$ cat config.mk
export PLATFORM = sky130hd
export DESIGN_NAME = frame_bbox_stats
export DESIGN_NICKNAME = d
export VERILOG_FILES = /design/src/rtl/frame_bbox_stats_pkg.sv /design/src/rtl/frame_bbox_stats_minmax.sv /design/src/rtl/frame_bbox_stats.sv
export SDC_FILE = /design/constraint.sdc
export NUM_CORES = 1
export LEC_CHECK = 0
export CORE_UTILIZATION = 30
export CTS_BUF_LIST = sky130_fd_sc_hd__clkbuf_2 sky130_fd_sc_hd__clkbuf_4 sky130_fd_sc_hd__clkbuf_8
export CTS_CLUSTER_SIZE = 40
export DETAILED_ROUTE_END_ITERATION = 10
export HOLD_SLACK_MARGIN = 0.08
export PLACE_DENSITY_LB_ADDON = 0.25
export SLEW_MARGIN = 20
export SYNTH_ARGS = -nofsm -noshare
export SYNTH_HDL_FRONTEND = slang
export SYNTH_HIERARCHICAL = 1
export SYNTH_SLANG_ARGS = --single-unit
$ cat constraint.sdc
create_clock -name iCLK -period 3.2 [get_ports iCLK]
set_input_delay 0.48 -clock iCLK [delete_from_list [all_inputs] [get_ports iCLK]]
set_output_delay 0.48 -clock iCLK [all_outputs]
set_load 0.1 [all_outputs]
$ cat src/rtl/frame_bbox_stats_pkg.sv
// frame_bbox_pkg: shared types, constants and helpers for frame_bbox_stats.
// The margin helpers are only used when FBS_MARGIN_EN is defined.
`timescale 1ns/1ps
package frame_bbox_pkg;

    typedef enum logic [1:0] {
        IDLE     = 2'd0,
        WAIT_SOF = 2'd1,
        ACQ      = 2'd2
    } fbs_state_t;

    localparam int COORD_W = 16;

    typedef struct packed {
        logic [COORD_W-1:0] xs;
        logic [COORD_W-1:0] xe;
        logic [COORD_W-1:0] ys;
        logic [COORD_W-1:0] ye;
    } fbs_box_t;

    // Width of the x/y position counters: enough bits for the larger axis.
    function automatic int fbs_pos_w(input int h, input int v);
        int m;
        m = (h > v) ? h : v;
        return (m > 1) ? $clog2(m) : 1;
    endfunction

    // Move a low box edge outwards by m, stopping at 0.
    function automatic logic [COORD_W-1:0] fbs_expand_lo(input logic [COORD_W-1:0] v,
                                                         input logic [7:0] m);
        return (v > COORD_W'(m)) ? v - COORD_W'(m) : '0;
    endfunction

    // Move a high box edge outwards by m, stopping at lim.
    function automatic logic [COORD_W-1:0] fbs_expand_hi(input logic [COORD_W-1:0] v,
                                                         input logic [7:0] m,
                                                         input logic [COORD_W-1:0] lim);
        logic [COORD_W:0] s;
        s = {1'b0, v} + {{(COORD_W-7){1'b0}}, m};
        return (s > {1'b0, lim}) ? lim : s[COORD_W-1:0];
    endfunction

endpackage

$ cat src/rtl/frame_bbox_stats_minmax.sv
// fbs_minmax: running min/max tracker for one coordinate axis.
// The *_nxt outputs already include the current sample, so the owner can
// latch a result that contains the pixel being accepted this cycle.
`timescale 1ns/1ps
module fbs_minmax #(
    parameter int           W        = 10,
    parameter logic [W-1:0] INIT_MIN = '1,
    parameter logic [W-1:0] INIT_MAX = '0
) (
    input  logic         clk,
    input  logic         rst,
    input  logic         init,
    input  logic         update,
    input  logic [W-1:0] value,
    output logic [W-1:0] min_nxt,
    output logic [W-1:0] max_nxt
);

    logic [W-1:0] min_q;
    logic [W-1:0] max_q;

    // Candidate extremes with the current sample folded in.
    always_comb begin
        min_nxt = (update && (value < min_q)) ? value : min_q;
        max_nxt = (update && (value > max_q)) ? value : max_q;
    end

    // Init wins over update: the frame-end sample is consumed via *_nxt.
    always_ff @(posedge clk or posedge rst) begin
        if (rst) begin
            min_q <= INIT_MIN;
            max_q <= INIT_MAX;
        end else if (init) begin
            min_q <= INIT_MIN;
            max_q <= INIT_MAX;
        end else begin
            min_q <= min_nxt;
            max_q <= max_nxt;
        end
    end

endmodule

$ cat src/rtl/frame_bbox_stats.sv
// frame_bbox_stats: per-frame dark-region bounding box and dark-pixel count.
// Optional feature: define FBS_MARGIN_EN to expand the latched box by iMARGIN
// (clamped to the frame) at the cost of one extra output cycle.
`timescale 1ns/1ps
module frame_bbox_stats
    import frame_bbox_pkg::*;
#(
    parameter int DW        = 12,
    parameter int H_ACTIVE  = 640,
    parameter int V_ACTIVE  = 480,
    parameter int CW        = 20,
    parameter int MIN_COUNT = 16
) (
    input  logic               iCLK,
    input  logic               iRST,
    input  logic               iEN,
    input  logic               iDVAL,
    input  logic [DW-1:0]      iDATA,
    input  logic [DW-1:0]      iTHRESH,
    input  logic               iRESYNC,
`ifdef FBS_MARGIN_EN
    input  logic [7:0]         iMARGIN,
`endif
    output logic [COORD_W-1:0] oXSTART,
    output logic [COORD_W-1:0] oXEND,
    output logic [COORD_W-1:0] oYSTART,
    output logic [COORD_W-1:0] oYEND,
    output logic [CW-1:0]      oDARK_CNT,
    output logic               oBOX_VALID,
    output logic               oFRAME_DONE,
    output logic               oBUSY
);

    localparam int            PW      = fbs_pos_w(H_ACTIVE, V_ACTIVE);
    localparam logic [PW-1:0] X_LAST  = PW'(H_ACTIVE - 1);
    localparam logic [PW-1:0] Y_LAST  = PW'(V_ACTIVE - 1);
    localparam logic [CW-1:0] CNT_MAX = '1;

    fbs_state_t    state, state_nxt;
    logic [PW-1:0] x, y;
    logic          sof, eof, accept, dark, frame_end, acc_init;
    logic [CW-1:0] cnt, cnt_nxt;
    logic [PW-1:0] xmin_nxt, xmax_nxt, ymin_nxt, ymax_nxt;
    fbs_box_t      box_raw;
    logic          valid_raw;

    assign sof = iDVAL && !iRESYNC && (x == '0) && (y == '0);
    assign eof = iDVAL && !iRESYNC && (x == X_LAST) && (y == Y_LAST);

    // Raster position; runs on every valid pixel regardless of state.
    always_ff @(posedge iCLK or posedge iRST) begin
        if (iRST) begin
            x <= '0;
            y <= '0;
        end else if (iRESYNC) begin
            x <= '0;
            y <= '0;
        end else if (iDVAL) begin
            if (x == X_LAST) begin
                x <= '0;
                y <= (y == Y_LAST) ? '0 : y + PW'(1);
            end else begin
                x <= x + PW'(1);
            end
        end
    end

    // FSM state register.
    always_ff @(posedge iCLK or posedge iRST) begin
        if (iRST) state <= IDLE;
        else      state <= state_nxt;
    end

    // FSM next state; iEN only matters at frame boundaries.
    always_comb begin
        state_nxt = state;
        if (iRESYNC) begin
            state_nxt = WAIT_SOF;
        end else begin
            case (state)
                IDLE:     if (iEN) state_nxt = WAIT_SOF;
                WAIT_SOF: if (!iEN) state_nxt = IDLE;
                          else if (sof) state_nxt = ACQ;
                ACQ:      if (eof && !iEN) state_nxt = IDLE;
                default:  state_nxt = IDLE;
            endcase
        end
    end

    // FSM outputs: which pixels count, and when accumulators restart.
    always_comb begin
        accept    = !iRESYNC && iDVAL &&
                    ((state == ACQ) || ((state == WAIT_SOF) && iEN && sof));
        frame_end = accept && eof;
        dark      = accept && (iDATA < iTHRESH);
        acc_init  = iRESYNC || frame_end || ((state != ACQ) && !accept);
        oBUSY     = (state == ACQ);
    end

    fbs_minmax #(.W(PW), .INIT_MIN(X_LAST), .INIT_MAX('0)) u_xmm (
        .clk(iCLK), .rst(iRST), .init(acc_init), .update(dark), .value(x),
        .min_nxt(xmin_nxt), .max_nxt(xmax_nxt)
    );

    fbs_minmax #(.W(PW), .INIT_MIN(Y_LAST), .INIT_MAX('0)) u_ymm (
        .clk(iCLK), .rst(iRST), .init(acc_init), .update(dark), .value(y),
        .min_nxt(ymin_nxt), .max_nxt(ymax_nxt)
    );

    assign cnt_nxt = (dark && (cnt != CNT_MAX)) ? cnt + CW'(1) : cnt;

    // Saturating dark-pixel counter.
    always_ff @(posedge iCLK or posedge iRST) begin
        if (iRST)          cnt <= '0;
        else if (acc_init) cnt <= '0;
        else               cnt <= cnt_nxt;
    end

    // Frame result including the current pixel; an empty frame reports zeros.
    always_comb begin
        box_raw = '0;
        if (cnt_nxt != '0) begin
            box_raw.xs = COORD_W'(xmin_nxt);
            box_raw.xe = COORD_W'(xmax_nxt);
            box_raw.ys = COORD_W'(ymin_nxt);
            box_raw.ye = COORD_W'(ymax_nxt);
        end
        valid_raw = (cnt_nxt >= CW'(MIN_COUNT));
    end

`ifdef FBS_MARGIN_EN
    fbs_box_t      p_box;
    logic [CW-1:0] p_cnt;
    logic          p_valid, p_pend;

    // First stage: capture the raw frame result.
    always_ff @(posedge iCLK or posedge iRST) begin
        if (iRST) begin
            p_box   <= '0;
            p_cnt   <= '0;
            p_valid <= 1'b0;
            p_pend  <= 1'b0;
        end else begin
            p_pend <= frame_end;
            if (frame_end) begin
                p_box   <= box_raw;
                p_cnt   <= cnt_nxt;
                p_valid <= valid_raw;
            end
        end
    end

    // Second stage: expand by the margin, clamp, and publish.
    always_ff @(posedge iCLK or posedge iRST) begin
        if (iRST) begin
            oXSTART     <= '0;
            oXEND       <= '0;
            oYSTART     <= '0;
            oYEND       <= '0;
            oDARK_CNT   <= '0;
            oBOX_VALID  <= 1'b0;
            oFRAME_DONE <= 1'b0;
        end else begin
            oFRAME_DONE <= p_pend;
            if (p_pend) begin
                if (p_cnt != '0) begin
                    oXSTART <= fbs_expand_lo(p_box.xs, iMARGIN);
                    oXEND   <= fbs_expand_hi(p_box.xe, iMARGIN, COORD_W'(H_ACTIVE - 1));
                    oYSTART <= fbs_expand_lo(p_box.ys, iMARGIN);
                    oYEND   <= fbs_expand_hi(p_box.ye, iMARGIN, COORD_W'(V_ACTIVE - 1));
                end else begin
                    oXSTART <= '0;
                    oXEND   <= '0;
                    oYSTART <= '0;
                    oYEND   <= '0;
                end
                oDARK_CNT  <= p_cnt;
                oBOX_VALID <= p_valid;
            end
        end
    end
`else
    // Publish the frame result on the edge that takes the last pixel.
    always_ff @(posedge iCLK or posedge iRST) begin
        if (iRST) begin
            oXSTART     <= '0;
            oXEND       <= '0;
            oYSTART     <= '0;
            oYEND       <= '0;
            oDARK_CNT   <= '0;
            oBOX_VALID  <= 1'b0;
            oFRAME_DONE <= 1'b0;
        end else begin
            oFRAME_DONE <= frame_end;
            if (frame_end) begin
                oXSTART    <= box_raw.xs;
                oXEND      <= box_raw.xe;
                oYSTART    <= box_raw.ys;
                oYEND      <= box_raw.ye;
                oDARK_CNT  <= cnt_nxt;
                oBOX_VALID <= valid_raw;
            end
        end
    end
`endif

endmodule

==> impl_metrics.csv, run 1 <==
group,metric,value,unit
synthesis,synth_edf_count,0,
setup_path,path_max_fanout,8,
synthesis,syn_inst,924,
floorplan,ios,116,
routing,wire_per_inst,17.1,microns
floorplan,dieArea,32900,sq um
routing,wirelength,25.3,mm
timing,finalMaxSlewViolations,0,
timing,maxSlewHeadroom,34.9,%
routing,via_per_inst,4.88,
floorplan,fp.coreArea,31600,sq um
cells_and_area,final_nets,1149,
routing,dr.pass1.iters,5,
job,cap_violations,0,
outcome,status,"finished, final reports clean",
power_and_ir_drop,p_per_area,318,nW/um^2
cells_and_area,drive_above_1_share,29.7,%
synthesis,synth_seq_area_share,37.5,%
synthesis,synth_area,9660,sq um
placed_design,port_buffers,91,
floorplan,die_x,181,microns
clocking,cts_sinks,144,
synthesis,yosys_most_used_dff,"dfrtp_1",
clocking,cts_max_level,4,
synthesis,ys_ff_latch,144,
grt,grt_pass1_vias,7152,
synthesis,yosys_warnings,6,
timing,fmax,0.314,GHz
placed_design,postPlaceCellArea,11200,sq um
floorplan,rows,65,
synthesis,syn_area_per_cell,10.5,sq um
grt,grt_use_met3,2.59,%
routing,final_antenna_net_count,0,
floorplan,initial_core_util,30.5,%
synthesis,synth_cell_types,76,
timing,post-route-period-util,99.6,%
setup_path,worst-setup-path-type,"input pin to flip-flop",
grt,use_met1,21.4,%
clocking,clock_latency,0.47,ns
cells_and_area,utilization,37.7,%
clocking,hold_buffers,0,
grt,grt_pass1_wl,40.1,mm
clocking,clockBufferDepth,2,
placed_design,place_ws,-0.529,ns
timing,fin_skew,0.0233,ns
cells_and_area,area_growth,23.6,%
placed_design,place_congestion,0.811,
placed_design,post-dp-hpwl,17.3,mm
setup_path,crit_required,3.53,ns
setup_path,worstSetupStartpointType,"input pin",
synthesis,async_reset_ff_share,100,%
setup_path,cp-end-kind,"flip-flop",
routing,drt_first_iter_violations,365,
setup_path,arrival,3.52,ns
min_path,hp-class,"flip-flop to flip-flop",
floorplan,die_h,181,microns
grt,grt_max_degree,72,
grt,grt_usage,15.3,%
timing,worst_slack,0.0115,ns
clocking,root_buffer,"clkbuf_8",
timing,tns,0,ns
power_and_ir_drop,power_leakage,5.23,nW
power_and_ir_drop,peakVddDrop,0.235,mV
timing,finalCriticalPeriod,3.19,ns
clocking,clk_pin_slew,0.08,ns
timing,whs,0.479,ns
cells_and_area,final_design_area_no_fill,11900,sq um
timing,hold_violations,0,
timing,worst_slew_pin_slew,0.974,ns
routing,drc,0,
grt,grt_use_met2,24.7,%
grt,grt_overflow,0,
clocking,cts-buffers-inserted,17,
grt,grt-busiest-layer,"met2",
grt,grt_antenna_before_repair,0,
cells_and_area,antennaDiodeCount,0,
clocking,tritoncts,"built",
timing,setup_viol,0,
routing,vias,7228,
-- kinds of logic (layout without fill, tap and decap cells) --
family	Yosys count	in the layout	synth area share, %
XOR/XNOR	42	42	3.81
adder cells (fa/ha/maj)	54	54	7.00
multiplexers	123	123	13.7
buffers and inverters	142	274	8.58
AND/OR/NAND/NOR	288	288	15.8
flip-flops	144	144	37.5
AO/OA/AOI/OAI	130	130	13.6
other	1	24	0.0388
-- placed cells by master, fill, tap and decap left out, drive strengths merged, types with 4 or more instances in the layout --
master and n:
nand4 22, nand3 15, conb 24, nand2 46, buf 142, dfstp 16
xnor2 26, clkbuf 28, mux2i 82, dfrtp 128, clkinvlp 4, a21o 9
o31ai 4, o21ai 30, o21a 4, inv 62, xor2 16, nor3 16
nand2b 51, and3 7, o211ai 4, bufinv 4, nor4 12, a41oi 41
clkdlybuf4s50 31, a21oi 14, and4 8, mux2 41, nor2 91, ha 54
-- registers in the layout, summed over array words and instances (netlist names) --
signal       cells
cnt             20
oDARK_CNT       20
oXEND           10
oXSTART         10
oYEND           10
oYSTART         10
u_xmm/max_q     10
u_xmm/min_q     10
u_ymm/max_q     10
u_ymm/min_q     10
x               10
y               10
state            2
oBOX_VALID       1
oFRAME_DONE      1
-- cell usage after synthesis, drive strengths merged (4+ instances only) --
master	n	share of area, %
dfrtp	128	33
nor2	91	3.5
mux2i	82	8.5
inv	63	2.6
ha	54	7.0
buf	53	4.5
nand2b	51	3.3
nand2	46	1.8
a41oi	41	6.8
mux2	41	5.2
o21ai	30	1.6
clkbuf	26	1.5
xnor2	26	2.4
nand4	22	1.6
dfstp	16	4.4
nor3	16	0.83
xor2	16	1.5
nand3	15	0.78
a21oi	14	0.73
nor4	12	0.93
a21o	9	0.70
and4	8	0.75
and3	7	0.47
o211ai	4	0.31
o21a	4	0.40
o31ai	4	0.31
-- per-layer routing --
layer | share of wire, % | wire length [microns]
met1 | 49 | 12400
met2 | 48 | 12000
met3 | 2.8 | 715
met4 | 0.70 | 176
met5 | 0 | 0
-- worst max-delay path, stage by stage --
cell and delay [ns]:
clkdlybuf4s50_1 0.57, nor2b_1 0.24, buf_4 0.14, o2111ai_1 0.09
a31o_2 0.23, or3_4 0.43, buf_4 0.16, or4_4 0.52
a22oi_4 0.20, buf_12 0.19, clkbuf_16 0.18, a41oi_2 0.08
-- stage by stage --
step / power [W] / cells
2_1_floorplan: 0.00211 / 947
3_3_place_gp: 0.00217 / 1434
3_5_place_dp: 0.00217 / 1434
4_1_cts: 0.00386 / 1467
5_1_grt: 0.00395 / 1481
6_report: 0.00379 / 1481
-- power by group --
part | switching [W] | internal (W) | leakage, nW | total, W
clock | 0.000742 | 0.000903 | 0.217 | 0.00165
sequential | 0.00000168 | 0.00182 | 1.95 | 0.00182
combinational | 0.000232 | 0.0000938 | 3.06 | 0.000326
total | 0.000975 | 0.00282 | 5.23 | 0.00379
-- final timing paths --
check	endpoint	cells after the start	start	slack, ns
max	oXEND[4]$_DFFE_PP0P_	12	iDVAL	0.01
min	oDARK_CNT[13]$_DFFE_PP0P_	2	oDARK_CNT[13]$_DFFE_PP0P_	0.48
max reg2reg	oXEND[4]$_DFFE_PP0P_	12	x[0]$_DFFE_PP0P_	0.08
min reg2reg	oDARK_CNT[13]$_DFFE_PP0P_	2	oDARK_CNT[13]$_DFFE_PP0P_	0.48
max in group asynchronous	cnt[7]$_DFF_PP0_	3	iRST	1.97
min in group asynchronous	oXSTART[4]$_DFFE_PP0P_	2	iRST	0.50
-- repair_timing --
action | CTS | global route
setup endpoints to repair | 17 | 41
gates cloned | 0 | 8
buffers inserted | 1 | 6
pin swaps | 1 | 7
gates resized for setup | 4 | 19
-- area by class of cell --
class / count / area [sq um]
clock buffers: 22 / 278
well taps: 402 / 503
inverters: 63 / 258
fillers: 3165 / 19700
repair buffers: 179 / 1720
multi-input cells: 661 / 5390
flip-flops and latches: 144 / 3620
clock inverters: 10 / 161
Power figures use the tool's default switching activity.
==> run 2, diff against run 1 <==
--- a/config.mk
+++ b/config.mk
@@ -5,7 +5,7 @@
 export SDC_FILE = /design/constraint.sdc
 export NUM_CORES = 1
 export LEC_CHECK = 0
-export CORE_UTILIZATION = 30
+export CORE_UTILIZATION = 53
 export CTS_BUF_LIST = sky130_fd_sc_hd__clkbuf_2 sky130_fd_sc_hd__clkbuf_4 sky130_fd_sc_hd__clkbuf_8
 export CTS_CLUSTER_SIZE = 40
 export DETAILED_ROUTE_END_ITERATION = 10
==> impl_metrics.csv, run 2 (synthesis gave the netlist of run 1 again) <==
group,metric,value,unit
clocking,cts_sinks,144,
placed_design,post-dp-hpwl,15.9,mm
power_and_ir_drop,peakVddDrop,0.306,mV
clocking,clock_latency,0.47,ns
floorplan,dieArea,18800,sq um
floorplan,fp.coreArea,17500,sq um
job,cap_violations,0,
setup_path,cp_cell_sequence,"clkdlybuf4s50_1, inv_1, ha_4, a211oi_2, o21ai_1, a31o_2, or3_4, inv_6, nand2b_1, a221oi_4, buf_4, o21ai_2, mux2_2, mux2i_2, a41oi_2",
routing,via_per_inst,5.61,
cells_and_area,top_regs,"cnt x20, oDARK_CNT x20",
cells_and_area,final_design_area_no_fill,11600,sq um
cells_and_area,final_nets,1141,
placed_design,port_buffers,91,
power_and_ir_drop,intPower,0.00285,W
floorplan,rows,48,
power_and_ir_drop,power_leakage,5.12,nW
setup_path,critPathTopFamily,"compound AO/OA/AOI/OAI gates",
power_and_ir_drop,power.switching,0.000952,W
routing,final_antenna_net_count,0,
setup_path,max_stage_delay,0.47,ns
grt,grt_use_met3,5.56,%
setup_path,cp_slowest_cell,"clkdlybuf4s50_1",
timing,fin_skew,0.0170,ns
power_and_ir_drop,netSwitchingFraction,25.0,%
timing,setup_viol,0,
grt,grt_antenna_before_repair,0,
grt,grt_max_degree,46,
clocking,cts_max_level,4,
timing,fmax,0.321,GHz
setup_path,r2r_slack,0.17,ns
power_and_ir_drop,p_clk_share,43.6,%
setup_path,path_max_fanout,5,
clocking,root_buffer,"clkbuf_8",
power_and_ir_drop,p_per_area,329,nW/um^2
routing,wirelength,22.9,mm
placed_design,postPlaceCellArea,11000,sq um
power_and_ir_drop,pwr-share-seq,47.9,%
floorplan,die_h,137,microns
cells_and_area,drive_above_1_share,28.9,%
timing,hold_violations,0,
timing,finalMaxSlewViolations,0,
timing,finalCriticalPeriod,3.11,ns
grt,grt_overflow,0,
grt,grt_usage,25.7,%
routing,wire_per_inst,17.7,microns
floorplan,die_x,137,microns
cells_and_area,final_cells,1296,
power_and_ir_drop,comb_power_share,8.4,%
routing,dr.pass1.iters,5,
clocking,cts-buffers-inserted,17,
grt,grt_use_met2,42.4,%
routing,drc,0,
setup_path,worstSetupStartpointType,"input pin",
clocking,clk_pin_slew,0.08,ns
floorplan,ios,116,
clocking,tritoncts,"built",
setup_path,worst-setup-path-type,"input pin to flip-flop",
placed_design,place_congestion,0.855,
setup_path,cp-end-kind,"flip-flop",
timing,maxSlewHeadroom,35.3,%
cells_and_area,final_common_cell,"dfrtp_1",
setup_path,cp_num_buf_inv,4,
routing,vias,7272,
clocking,hold_buffers,0,
setup_path,crit_required,3.53,ns
outcome,status,"finished, final reports clean",
grt,grt_pass1_wl,37.0,mm
routing,drt_first_iter_violations,454,
setup_path,arrival,3.45,ns
timing,worst_slew_pin_slew,0.967,ns
cells_and_area,antennaDiodeCount,0,
grt,grt_pass1_vias,7207,
timing,post-route-period-util,97.3,%
floorplan,initial_core_util,55.1,%
clocking,clockBufferDepth,2,
grt,use_met1,33.4,%
placed_design,dp_cells,1262,
cells_and_area,area_growth,19.8,%
cells_and_area,final_cell_mix,"dfrtp_1 (128), buf_4 (120), nor2_1 (91), mux2i_1 (75), inv_1 (59)",
min_path,hp-class,"flip-flop to flip-flop",
grt,grt-busiest-layer,"met2",
==> run 2: power groups by stage <==
stage	sequential, W	combinational, W	clock [W]
after detailed placement	0.00186	0.000311	0
after CTS	0.00182	0.000313	0.00169
after global placement	0.00186	0.000308	0
final	0.00182	0.000321	0.00166
after global routing	0.00182	0.000348	0.00176
after floorplan	0.00186	0.000245	0
==> run 2: layer usage <==
metal | up-vias | routed length (microns)
met5 | - | 0
met4 | 0 | 361
met3 | 22 | 1110
met2 | 168 | 11300
met1 | 3588 | 10200
li1 | 3494 | -
==> run 2: path summary, 6_finish.rpt <==
kind,startpoint,endpoint,cells after the start
worst max-delay path,iTHRESH[2],oYSTART[8]$_DFFE_PP0P_,15
worst min-delay path,oDARK_CNT[14]$_DFFE_PP0P_,oDARK_CNT[14]$_DFFE_PP0P_,2
worst max register to register,cnt[0]$_DFF_PP0_,oXEND[2]$_DFFE_PP0P_,9
worst min register to register,oDARK_CNT[14]$_DFFE_PP0P_,oDARK_CNT[14]$_DFFE_PP0P_,2
max in group asynchronous,iRST,cnt[10]$_DFF_PP0_,3
min in group asynchronous,iRST,oYEND[3]$_DFFE_PP0P_,2
==> run 2: per-stage QoR <==
| step | total power [W] | hold WS, ns | setup WS, ns | utilization (%) | setup TNS, ns |
|---|---|---|---|---|---|
| final | 0.00381 | 0.481 | 0.0875 | 66.0 | 0 |
| after detailed placement | 0.00217 | 0.470 | -0.537 | 62.6 | -24.28 |
| after global placement | 0.00217 | 0.461 | -0.444 | 62.6 | -19.89 |
| after CTS | 0.00383 | 0.488 | 0.0254 | 65.2 | 0 |
| after floorplan | 0.00211 | 0.438 | 0.0156 | - | 0 |
| after global routing | 0.00394 | 0.505 | -0.0149 | 66.0 | -0.0451 |
==> run 2: worst reg2reg max path: stages, from the launching register on <==
cell and delay, ns:
dfrtp_1 0.46, ha_1 0.20, nand4_1 0.17, nor4_4 0.47
nand4_4 0.24, and3_1 0.28, a211o_1 0.31, a22oi_2 0.32
buf_12 0.27, a41oi_2 0.16
==> run 2: cell type report <==
| class | count | area (sq um) |
|---|---|---|
| inverters | 63 | 258 |
| clock buffers | 23 | 298 |
| repair buffers | 170 | 1530 |
| multi-input cells | 662 | 5430 |
| clock inverters | 9 | 155 |
| flip-flops and latches | 144 | 3620 |
| fillers | 1408 | 5960 |
| well taps | 225 | 282 |
==> run 2: repair_timing <==
action,4_1_cts,5_1_grt
resized for setup,2,21
cloned,0,1
setup endpoints to repair,11,20
pin swaps,0,2
setup buffers,0,1
==> run 3, diff against run 2 <==
--- a/config.mk
+++ b/config.mk
@@ -5,7 +5,7 @@
 export SDC_FILE = /design/constraint.sdc
 export NUM_CORES = 1
 export LEC_CHECK = 0
-export CORE_UTILIZATION = 53
+export CORE_UTILIZATION = 52
 export CTS_BUF_LIST = sky130_fd_sc_hd__clkbuf_2 sky130_fd_sc_hd__clkbuf_4 sky130_fd_sc_hd__clkbuf_8
 export CTS_CLUSTER_SIZE = 40
 export DETAILED_ROUTE_END_ITERATION = 10
@@ -14,5 +14,4 @@
 export SLEW_MARGIN = 20
 export SYNTH_ARGS = -nofsm -noshare
 export SYNTH_HDL_FRONTEND = slang
-export SYNTH_HIERARCHICAL = 1
 export SYNTH_SLANG_ARGS = --single-unit
==> impl_metrics.csv, run 3 <==
group,metric,value,unit
synthesis,async_reset_ff_share,100,%
routing,wire_per_inst,16.3,microns
synthesis,synth_area,8560,sq um
setup_path,max_stage_delay,0.45,ns
synthesis,yosys_warnings,0,
timing,worst_slew_pin_slew,0.965,ns
setup_path,worstSetupStartpointType,"input pin",
floorplan,die_h,130,microns
setup_path,rr_worst_depth,13,
timing,post-route-period-util,98.2,%
synthesis,synth_top_family_by_area,"simple AND/OR/NAND/NOR gates",
grt,grt_pass1_wl,33.4,mm
cells_and_area,nFillCells,1318,
cells_and_area,utilization,66.7,%
timing,hold_violations,0,
synthesis,syn_area_per_cell,9.46,sq um
routing,via_per_inst,5.46,
synthesis,netlist_top_cells_count,"dfrtp_1 (128), nor2_1 (107), nand2_1 (101)",
synthesis,synth_compound_area_share,13.9,%
synthesis,synth_seq_area_share,42.3,%
grt,grt_pass1_vias,6801,
timing,finalMaxSlewViolations,0,
setup_path,arrival,3.49,ns
job,cap_violations,0,
synthesis,synth_cell_types,71,
timing,finalCriticalPeriod,3.14,ns
min_path,hp-class,"flip-flop to flip-flop",
grt,grt_overflow,0,
synthesis,synth_edf_count,0,
placed_design,dp_cells,1246,
synthesis,synth_area_leaders,"dfrtp_1 (37%), ha_1 (7.9%), dfstp_2 (4.9%), nor2_1 (4.7%), nand2_1 (4.4%)",
cells_and_area,final_cell_mix,"buf_4 (141), dfrtp_1 (128), nor2_1 (106), nand2_1 (100), inv_1 (57)",
placed_design,port_buffers,91,
timing,worst_slack,0.0569,ns
cells_and_area,area_growth,24.6,%
floorplan,initial_core_util,53.5,%
synthesis,muxShareOfSynthArea,4.65,%
timing,fin_skew,0.0129,ns
routing,final_antenna_net_count,0,
synthesis,yosys.area_share.simple,19.7,%
setup_path,crit_required,3.55,ns
placed_design,post-dp-hpwl,15.2,mm
grt,grt_max_degree,69,
setup_path,path_max_fanout,7,
grt,grt_usage,25.6,%
cells_and_area,final_nets,1143,
floorplan,ios,116,
routing,drt_first_iter_violations,420,
placed_design,place_ws,-0.523,ns
grt,grt-busiest-layer,"met2",
cells_and_area,final_cells,1289,
clocking,clockBufferDepth,2,
floorplan,die_x,130,microns
setup_path,cp-end-kind,"flip-flop",
setup_path,cp_slowest_cell,"clkdlybuf4s50_1",
routing,wirelength,21.0,mm
synthesis,synth.top_cell.area_share,37.4,%
cells_and_area,final_common_cell,"buf_4",
synthesis,yosys_most_used_dff,"dfrtp_1",
floorplan,fp.coreArea,16000,sq um
clocking,clk_pin_slew,0.09,ns
setup_path,worst-setup-path-type,"input pin to flip-flop",
grt,use_met1,31.1,%
clocking,clock_latency,0.47,ns
routing,dr.pass1.iters,5,
grt,grt_use_met3,5.78,%
timing,setup_viol,0,
power_and_ir_drop,peakVddDrop,0.269,mV
synthesis,ys_ff_latch,144,
synthesis,yosysMostFrequentCell,"dfrtp_1",
synthesis,yosysTopAreaCell,"dfrtp_1",
synthesis,synth_xor_area_share,3.78,%
clocking,cts_max_level,4,
min_path,hold_path_depth,2,
grt,grt_use_met2,44.3,%
outcome,status,"finished, final reports clean",
synthesis,synthAdderAreaFrac,7.89,%
placed_design,place_congestion,0.919,
routing,drc,0,
routing,vias,7037,
floorplan,dieArea,17000,sq um
clocking,root_buffer,"clkbuf_8",
power_and_ir_drop,power_leakage,5.14,nW
cells_and_area,drive_above_1_share,25.3,%
cells_and_area,top_regs,"cnt x20, oDARK_CNT x20",
cells_and_area,antennaDiodeCount,0,
clocking,cts_sinks,144,
floorplan,rows,46,
timing,maxSlewHeadroom,35.4,%
clocking,tritoncts,"built",
grt,grt_antenna_before_repair,0,
synthesis,syn_inst,905,
timing,fmax,0.318,GHz
setup_path,cp_cell_sequence,"clkdlybuf4s50_1, inv_1, ha_1, a2111o_1, a31o_4, buf_4, nor4b_4, and4_4, o211ai_4, nor4_4, buf_6, clkbuf_16, a211oi_2",
power_and_ir_drop,p_per_area,345,nW/um^2
clocking,cts-buffers-inserted,17,
-- run 3: changes by cell type after synthesis, sizes merged, moves of 16 or more --
cell	before	now
a211oi	3	25
a21oi	14	50
a41oi	41	1
mux2	41	3
mux2i	82	36
nand2	46	101
nand2b	51	11
nand3	15	31
nor2	91	107
-- run 3: cell type report --
type / instances / area, sq um / area share (%)
Tap cell: 216 / 270 / 2.53
Inverter: 59 / 225 / 2.11
Clock inverter: 13 / 153 / 1.43
Timing Repair Buffer: 184 / 1640 / 15.3
Multi-Input combinational cell: 654 / 4500 / 42.2
Clock buffer: 19 / 262 / 2.45
Sequential cell: 144 / 3620 / 34.0
-- run 3: repair_timing --
action,4_1_cts,5_1_grt
resized for setup,1,28
pin swaps,0,9
cloned,0,5
setup endpoints to repair,1,41
setup buffers,0,6
hold buffers,0,0
-- run 3: report_power, final --
part / switching (W) / internal (W)
Clock: 0.000768 / 0.000750
Combinational: 0.000244 / 0.0000959
Sequential: 0.00000200 / 0.00182
-- run 3: stage by stage --
step	TNS (ns)	hold WS [ns]	total power [W]	area, sq um
after floorplan	0	0.489	0.00211	8650
after global placement	-13.20	0.469	0.00218	9950
after detailed placement	-16.68	0.473	0.00219	9950
after CTS	0	0.491	0.00370	10400
after global routing	-0.244	0.518	0.00381	10700
final	0	0.487	0.00368	10700
-- run 3: cells by family after synthesis --
kind of cell | after synthesis
mux | 39
flops | 144
other cells | 1
xor+xnor | 37
compound gates | 161
buf+inv | 130
fa+ha+maj | 54
simple gates | 339
-- run 3: critical path, delay by kind of cell --
kind	cells	cell delay (ns)
simple gates	3	0.92
buf+inv	5	1.07
compound gates	4	0.84
fa+ha+maj	1	0.18
-- run 3: routing by layer --
layer / vias up / share of wire, % / wire, microns
met2: 158 / 51 / 10800
met5: - / 0 / 0
met4: 0 / 1.7 / 356
met1: 3470 / 43 / 9080
met3: 32 / 3.7 / 781
li1: 3377 / - / -
-- run 3: worst paths after layout --
path                                             to  slack (ns)                      from
min in group asynchronous  oDARK_CNT[9]$_DFFE_PP0P_        0.51                      iRST
setup reg to reg               oYEND[1]$_DFFE_PP0P_        0.10          x[0]$_DFFE_PP0P_
max in group asynchronous  u_ymm.min_q[6]$_DFF_PP1_        1.97                      iRST
setup / recovery               oYEND[1]$_DFFE_PP0P_        0.06                iTHRESH[2]
hold reg to reg            oDARK_CNT[8]$_DFFE_PP0P_        0.49  oDARK_CNT[8]$_DFFE_PP0P_
hold / removal             oDARK_CNT[8]$_DFFE_PP0P_        0.49  oDARK_CNT[8]$_DFFE_PP0P_
